$ cat src/rtl/cpu16_pkg.sv
// Shared definitions for the 16-bit multicycle CPU: opcodes, ALUOp codes, mux selects,
// controller state encodings and the control-strobe bundle.
package cpu16_pkg;

  localparam int unsigned OPW    = 4;
  localparam int unsigned STATEW = 4;

  localparam logic [OPW-1:0] OP_R_LOGIC = 4'b0000;
  localparam logic [OPW-1:0] OP_R_ARITH = 4'b0001;
  localparam logic [OPW-1:0] OP_SHIFT   = 4'b0010;
  localparam logic [OPW-1:0] OP_LW      = 4'b0100;
  localparam logic [OPW-1:0] OP_SW      = 4'b0101;
  localparam logic [OPW-1:0] OP_BEQ     = 4'b0110;
  localparam logic [OPW-1:0] OP_JMP     = 4'b0111;
  localparam logic [OPW-1:0] OP_ADDI    = 4'b1001;
  localparam logic [OPW-1:0] OP_SUBI    = 4'b1010;
  localparam logic [OPW-1:0] OP_SLTI    = 4'b1011;

  localparam logic [1:0] ALUOP_ADD   = 2'b00;
  localparam logic [1:0] ALUOP_SUB   = 2'b01;
  localparam logic [1:0] ALUOP_RTYPE = 2'b10;
  localparam logic [1:0] ALUOP_ITYPE = 2'b11;

  localparam logic [1:0] SRCB_REG     = 2'b00;
  localparam logic [1:0] SRCB_ONE     = 2'b01;
  localparam logic [1:0] SRCB_IMM     = 2'b10;
  localparam logic [1:0] SRCB_IMM_SHL = 2'b11;

  localparam logic [1:0] PCSRC_ALU    = 2'b00;
  localparam logic [1:0] PCSRC_ALUOUT = 2'b01;
  localparam logic [1:0] PCSRC_JUMP   = 2'b10;

  typedef enum logic [STATEW-1:0] {
    StFetch   = 4'd0,
    StDecode  = 4'd1,
    StExecR   = 4'd2,
    StExecI   = 4'd3,
    StWbAlu   = 4'd4,
    StMemAddr = 4'd5,
    StMemRd   = 4'd6,
    StWbMem   = 4'd7,
    StMemWr   = 4'd8,
    StBranch  = 4'd9,
    StJump    = 4'd10
  } state_e;

  typedef struct packed {
    logic       pc_write;
    logic       pc_write_cond;
    logic       ior_d;
    logic       mem_read;
    logic       mem_write;
    logic       ir_write;
    logic       mem_to_reg;
    logic       reg_dst;
    logic       reg_write;
    logic       alu_src_a;
    logic [1:0] alu_src_b;
    logic [1:0] pc_source;
    logic [1:0] alu_op;
    logic       instr_done;
    logic       illegal_op;
  } ctrl_t;

  // Successor of DECODE; StFetch doubles as the illegal-opcode marker.
  function automatic state_e decode_target(input logic [OPW-1:0] op);
    case (op)
      OP_R_LOGIC, OP_R_ARITH:               return StExecR;
      OP_SHIFT, OP_ADDI, OP_SUBI, OP_SLTI: return StExecI;
      OP_LW, OP_SW:                         return StMemAddr;
      OP_BEQ:                               return StBranch;
      OP_JMP:                               return StJump;
      default:                              return StFetch;
    endcase
  endfunction

endpackage

$ cat src/rtl/multicycle_control_fsm.sv
// Multicycle main controller: sequences fetch/decode/execute/memory/writeback from the opcode
// and drives the datapath strobes, stalling on the memory ready handshake.
module multicycle_control_fsm
  import cpu16_pkg::*;
(
  input  logic           clk_i,
  input  logic           rst_i,
  input  logic [OPW-1:0] opcode_i,
  input  logic           zero_i,
  input  logic           mem_ready_i,
  output logic           pc_write_o,
  output logic           pc_write_cond_o,
  output logic           ior_d_o,
  output logic           mem_read_o,
  output logic           mem_write_o,
  output logic           ir_write_o,
  output logic           mem_to_reg_o,
  output logic           reg_dst_o,
  output logic           reg_write_o,
  output logic           alu_src_a_o,
  output logic [1:0]     alu_src_b_o,
  output logic [1:0]     pc_source_o,
  output logic [1:0]     alu_op_o,
  output logic           instr_done_o,
  output logic           illegal_op_o
);

  state_e         state_q, state_d;
  logic [OPW-1:0] op_q, op_d;
  ctrl_t          ctrl, ctrl_out;

  // The branch decision is taken in the datapath via pc_write_cond; the flag is not needed here.
  logic unused_zero;
  assign unused_zero = zero_i;

  always_ff @(posedge clk_i) begin
    if (rst_i) begin
      state_q <= StFetch;
      op_q    <= '0;
    end else begin
      state_q <= state_d;
      op_q    <= op_d;
    end
  end

  always_comb begin
    state_d = StFetch;
    op_d    = op_q;
    case (state_q)
      StFetch:  state_d = mem_ready_i ? StDecode : StFetch;
      StDecode: begin
        state_d = decode_target(opcode_i);
        op_d    = opcode_i;
      end
      StExecR, StExecI: state_d = StWbAlu;
      StMemAddr:        state_d = (op_q == OP_LW) ? StMemRd : StMemWr;
      StMemRd:          state_d = mem_ready_i ? StWbMem : StMemRd;
      StMemWr:          state_d = mem_ready_i ? StFetch : StMemWr;
      default:          state_d = StFetch;
    endcase
  end

  always_comb begin
    ctrl = '0;
    case (state_q)
      StFetch: begin
        ctrl.mem_read  = 1'b1;
        ctrl.alu_src_b = SRCB_ONE;
        ctrl.alu_op    = ALUOP_ADD;
        ctrl.pc_source = PCSRC_ALU;
        ctrl.ir_write  = mem_ready_i;
        ctrl.pc_write  = mem_ready_i;
      end
      StDecode: begin
        ctrl.alu_src_b  = SRCB_IMM_SHL;
        ctrl.alu_op     = ALUOP_ADD;
        ctrl.illegal_op = (decode_target(opcode_i) == StFetch);
        ctrl.instr_done = (decode_target(opcode_i) == StFetch);
      end
      StExecR: begin
        ctrl.alu_src_a = 1'b1;
        ctrl.alu_src_b = SRCB_REG;
        ctrl.alu_op    = ALUOP_RTYPE;
      end
      StExecI: begin
        ctrl.alu_src_a = 1'b1;
        ctrl.alu_src_b = SRCB_IMM;
        ctrl.alu_op    = ALUOP_ITYPE;
      end
      StWbAlu: begin
        ctrl.reg_write  = 1'b1;
        ctrl.reg_dst    = (op_q == OP_R_LOGIC) || (op_q == OP_R_ARITH);
        ctrl.instr_done = 1'b1;
      end
      StMemAddr: begin
        ctrl.alu_src_a = 1'b1;
        ctrl.alu_src_b = SRCB_IMM;
        ctrl.alu_op    = ALUOP_ADD;
      end
      StMemRd: begin
        ctrl.ior_d    = 1'b1;
        ctrl.mem_read = 1'b1;
      end
      StWbMem: begin
        ctrl.reg_write  = 1'b1;
        ctrl.mem_to_reg = 1'b1;
        ctrl.instr_done = 1'b1;
      end
      StMemWr: begin
        ctrl.ior_d      = 1'b1;
        ctrl.mem_write  = 1'b1;
        ctrl.instr_done = mem_ready_i;
      end
      StBranch: begin
        ctrl.alu_src_a     = 1'b1;
        ctrl.alu_src_b     = SRCB_REG;
        ctrl.alu_op        = ALUOP_SUB;
        ctrl.pc_write_cond = 1'b1;
        ctrl.pc_source     = PCSRC_ALUOUT;
        ctrl.instr_done    = 1'b1;
      end
      StJump: begin
        ctrl.pc_write   = 1'b1;
        ctrl.pc_source  = PCSRC_JUMP;
        ctrl.instr_done = 1'b1;
      end
      default: ctrl = '0;
    endcase
  end

  // Reset forces every strobe low in the same cycle, aborting any access in flight.
  assign ctrl_out = rst_i ? '0 : ctrl;

  assign pc_write_o      = ctrl_out.pc_write;
  assign pc_write_cond_o = ctrl_out.pc_write_cond;
  assign ior_d_o         = ctrl_out.ior_d;
  assign mem_read_o      = ctrl_out.mem_read;
  assign mem_write_o     = ctrl_out.mem_write;
  assign ir_write_o      = ctrl_out.ir_write;
  assign mem_to_reg_o    = ctrl_out.mem_to_reg;
  assign reg_dst_o       = ctrl_out.reg_dst;
  assign reg_write_o     = ctrl_out.reg_write;
  assign alu_src_a_o     = ctrl_out.alu_src_a;
  assign alu_src_b_o     = ctrl_out.alu_src_b;
  assign pc_source_o     = ctrl_out.pc_source;
  assign alu_op_o        = ctrl_out.alu_op;
  assign instr_done_o    = ctrl_out.instr_done;
  assign illegal_op_o    = ctrl_out.illegal_op;

endmodule

$ cat config.mk
export PLATFORM = sky130hd
export DESIGN_NAME = multicycle_control_fsm
export DESIGN_NICKNAME = d
export VERILOG_FILES = /design/src/rtl/cpu16_pkg.sv /design/src/rtl/multicycle_control_fsm.sv
export SDC_FILE = /design/constraint.sdc
export NUM_CORES = 1
export LEC_CHECK = 0
export CAP_MARGIN = 5
export CELL_PAD_IN_SITES_DETAIL_PLACEMENT = 0
export CELL_PAD_IN_SITES_GLOBAL_PLACEMENT = 1
export CORE_MARGIN = 4
export CORE_UTILIZATION = 32
export CTS_CLUSTER_SIZE = 28
export DETAILED_ROUTE_END_ITERATION = 8
export HOLD_SLACK_MARGIN = 0.02
export PLACE_DENSITY_LB_ADDON = 0.1
export REMOVE_ABC_BUFFERS = 1
export SKIP_CTS_REPAIR_TIMING = 1
export SLEW_MARGIN = 25
export SYNTH_ARGS = -nofsm -noshare
export SYNTH_HDL_FRONTEND = slang
export SYNTH_SLANG_ARGS = --single-unit
$ cat constraint.sdc
create_clock -name clk_i -period 4.71 [get_ports clk_i]
set_clock_uncertainty 0.2 [all_clocks]
set_input_delay 0.471 -clock clk_i [delete_from_list [all_inputs] [get_ports clk_i]]
set_output_delay 0.471 -clock clk_i [all_outputs]
set_load 0.01 [all_outputs]
Word-level counts from Yosys, hierarchy flattened --
Memories as Yosys holds them, arrays and structs flattened. Cells that the tools add are included.
Storage, ports and cells: bits in registers 8, bits in read-only memories 192, output and inout bits 18, memories kept 3
Operators by class: equality and inequality tests 12, mux-type cells 23, reduce and logical (&&, ||, !) cells 12
Memories:
- (name not given) | depth 16, bits a word 4, read ports 1, clocked after memory_dff 0, write ports 0, line cpu16_pkg.sv:67 | case (op)
- (name not given) | depth 16, bits a word 4, read ports 1, clocked after memory_dff 0, write ports 0, line cpu16_pkg.sv:67
- (name not given) | depth 16, bits a word 4, read ports 1, clocked after memory_dff 0, write ports 0, line cpu16_pkg.sv:67
Operators by type and width (number):
- one-hot mux 4 bit (6 select lines) | 1
- equality test 4 x 3 -> 1 bit, second input constant | 5
- 2-to-1 mux 18 bit | 1
- logical NOT 4 bit | 4
- 2-to-1 mux 4 bit | 4
- equality test 4 bit, second input constant | 3
- 2-to-1 mux 1 bit | 12
- one-hot mux 2 bit (3 select lines) | 2
- OR reduction 2 bit | 5
- equality test 4 x 1 -> 1 bit, second input constant | 2
- equality test 4 x 2 -> 1 bit, second input constant | 2
- OR reduction 4 bit | 2
- one-hot mux 2 bit (2 select lines) | 1
- one-hot mux 1 bit (3 select lines) | 1
- one-hot mux 1 bit (2 select lines) | 1
- logical OR 1 bit | 1

Depth between registers and ports, before layout --
word-level depth 5, gate-level depth with buffers 6, gate-level depth less buffers 4

Worst setup path after synthesis --
OpenSTA, ideal clock, no wires.
path kind input port to output port, start point input port opcode_i[3], end point output port instr_done_o, data arrival time 1543 ps, required time 4039 ps, path slack 2496 ps, stages on the path 5, cells stage by stage buf_6 -> and4bb_1 -> a211oi_1 -> o32a_1 -> a211oi_2
On the way: longest elaborated chain between the ends 5
Ends and longest elaborated chain:
- start: declaration | line multicycle_control_fsm.sv:8 | input logic [OPW-1:0] opcode_i,
- memory read (16 x 4 bit)
- 2-to-1 mux 4 bit | line multicycle_control_fsm.sv:65 | case (state_q)
- logical NOT 4 bit | line multicycle_control_fsm.sv:78 | ctrl.instr_done = (decode_target(opcode_i) == StFetch);
- one-hot mux 1 bit (3 select lines) | line multicycle_control_fsm.sv:65
- 2-to-1 mux 18 bit | line multicycle_control_fsm.sv:132 | assign ctrl_out = rst_i ? '0 : ctrl;
- end: declaration | line multicycle_control_fsm.sv:24 | output logic instr_done_o,
No other way between the ends. The select of a mux whose other input is x is not followed.

Worst setup path in the final report --
start point input port opcode_i[1], end point output port instr_done_o
The elaborated chain is that of the path after synthesis.

==> results.toml <==
[global_routing]
grt_max_degree = 22
grt_pass1_wl_um = 3310
overflow = 0
grt_pass1_vias = 690
grt_usage_pct = 12.9
grt_antenna_before_repair = 0

[clocking]
clockBufferDepth = 2
cts_made_buffers = 3
clkTransAtPathRegs_ps = 50
cts-htree-levels = 1
clock-sinks = 8
cts_tree = "built"
clock_latency_ps = 250
cts-root-buf = "clkbuf_4"

[pwr]
leakage_nw = 0.319
vdd_ir_drop_max_uv = 153
powerDensity_mw_per_mm2 = 208

[sta]
max_slew_margin_pct = 52.3
fin_setup_tns_ps = 0
rsz0062_at_grt = "no"
slew_viol_final = 0
timing.fmax_ghz = 0.303
setup_viol = 0
tightest_slew_ps = 713
min_period_over_period_pct = 70.2
hold_viol = 0
fin_crit_ps = 3300

[die]
core_mm2 = 0.00204
rows = 16
dieWidth_um = 55.5
dieArea_mm2 = 0.00308
dieHeight_um = 55.5
start_util_pct = 35.3
io_pins = 26

[finish]
drive_gt1_share_pct = 5.26
area_delta_synth_final_pct = 33.7
layout.nets = 124
insertedDiodeCount = 0
fin_cells = 141
postLayoutCellArea_um2 = 963

[logic_synthesis]
yosysTopAreaCellShare_pct = 22.2
yosys-top-cells-area = "dfxtp_1, a21oi_1, mux2i_1"
netlist_area_um2 = 721
synth_cell_type_count = 38
synthArstFlopShare_pct = 0
synth-seq-area-share_pct = 22.2
yosys.cell_count.top_type = "nor2_1"
yosys_warnings = 0
yosys-top-cells-count = "nor2_1, a21oi_1, dfxtp_1, nor4_1, nor3_1"
synth_top_area_cell = "dfxtp_1"
ys_dominant_reg_cell = "dfxtp_1"
avgSynthCellArea_um2 = 7.43
ys_ff_latch = 8
netlist_instances = 97
synth_edf_count = 0

[detailed_routing]
drt_first_pass_iters = 4
drtIter0Drc = 20
wl_um = 1910
vias_per_cell = 5.57
vias = 785
drc_errors = 0
ant_nets = 0
routedWlPerCell_um = 13.6

[placement]
dp_hpwl_um = 1440
placed_area_um2 = 941
io_buffers = 24
dp_cells = 138
place_congestion = 0.805

[flow_run]
drv_cap = 0

[worst_setup_path]
crit_required_ps = 4040
critPathKind = "input port to output pin"
crit_path_start_kind = "input port"
crit_fanout = 9
cp-end-kind = "output pin"
critPathArrivalTime_ps = 2630

[min_path]
hp-class = "register to register"

[run_status]
status = "completed"
[final cells by class]
class,instances,area (µm²)
clock buffers,3,22.5
repair buffers,24,240
flip-flops and latches,8,160
fillers,227,1080
multi-input cells,76,495
inverters,3,11.3
well taps,27,33.8
[metrics by stage]
stage,hold slack [ps],util (%),power [mW],worst slack (ps)
6_report,302,47.2,0.201,1410
3_3_place_gp,283,46.1,0.151,1440
5_1_grt,358,47.2,0.215,1270
4_1_cts,307,47.2,0.203,1400
2_1_floorplan,252,-,0.120,2600
3_5_place_dp,296,46.1,0.152,1420
[final timing paths]
| path | start | end | slack, ps | cells after the start |
|---|---|---|---|---|
| hold / removal | op_q[0] | op_q[0] | 300 | 2 |
| setup / recovery | opcode_i[1] | instr_done_o | 1410 | 6 |
| setup reg to reg | state_q[0] | op_q[1] | 2780 | 4 |
| hold reg to reg | op_q[0] | op_q[0] | 300 | 2 |
[power breakdown]
group,switching (mW),internal (mW)
Sequential,0.0112,0.0728
Clock,0.0210,0.0290
Combinational,0.0332,0.0334
Total,0.0654,0.135
[flip-flops by register name, summed over array words and instances, names as in the netlist]
signal	count
op_q	4
state_q	4
[metal layers]
metal | up-vias | track usage (%) | share of wire, %
met5 | - | 0 | 0
met4 | 0 | 6.25 | 2.1
met3 | 5 | 2.80 | 5.9
met2 | 24 | 18.8 | 42
met1 | 354 | 17.9 | 50
li1 | 402 | - | -
[kinds of logic after synthesis]
family / Yosys count / synth area share [%]
simple gates: 44 / 36.5
compound gates: 25 / 22.9
buf+inv: 13 / 9.03
flops: 8 / 22.2
mux: 5 / 6.94
xor+xnor: 2 / 2.43
[worst max-delay path, stage by stage]
cell and delay (ps):
clkdlybuf4s50_1 630, and4bb_1 290, a211oi_1 70, o32a_1 380, a211oi_2 220, clkdlybuf4s50_1 570
[placed cells by master (no fill, tap or decap), types with 2 or more instances in the layout]
master | synthesis | final
clkbuf_4 | 0 | 3
nor2_1 | 13 | 13
nor4_1 | 8 | 8
dfxtp_1 | 8 | 8
clkdlybuf4s50_1 | 0 | 24
inv_1 | 2 | 2
nor3_1 | 6 | 6
o21ai_1 | 3 | 3
a211oi_1 | 3 | 3
mux2i_1 | 5 | 5
nand2b_1 | 5 | 5
a21oi_1 | 10 | 10
Note: power is estimated with default switching activity, not from simulation.
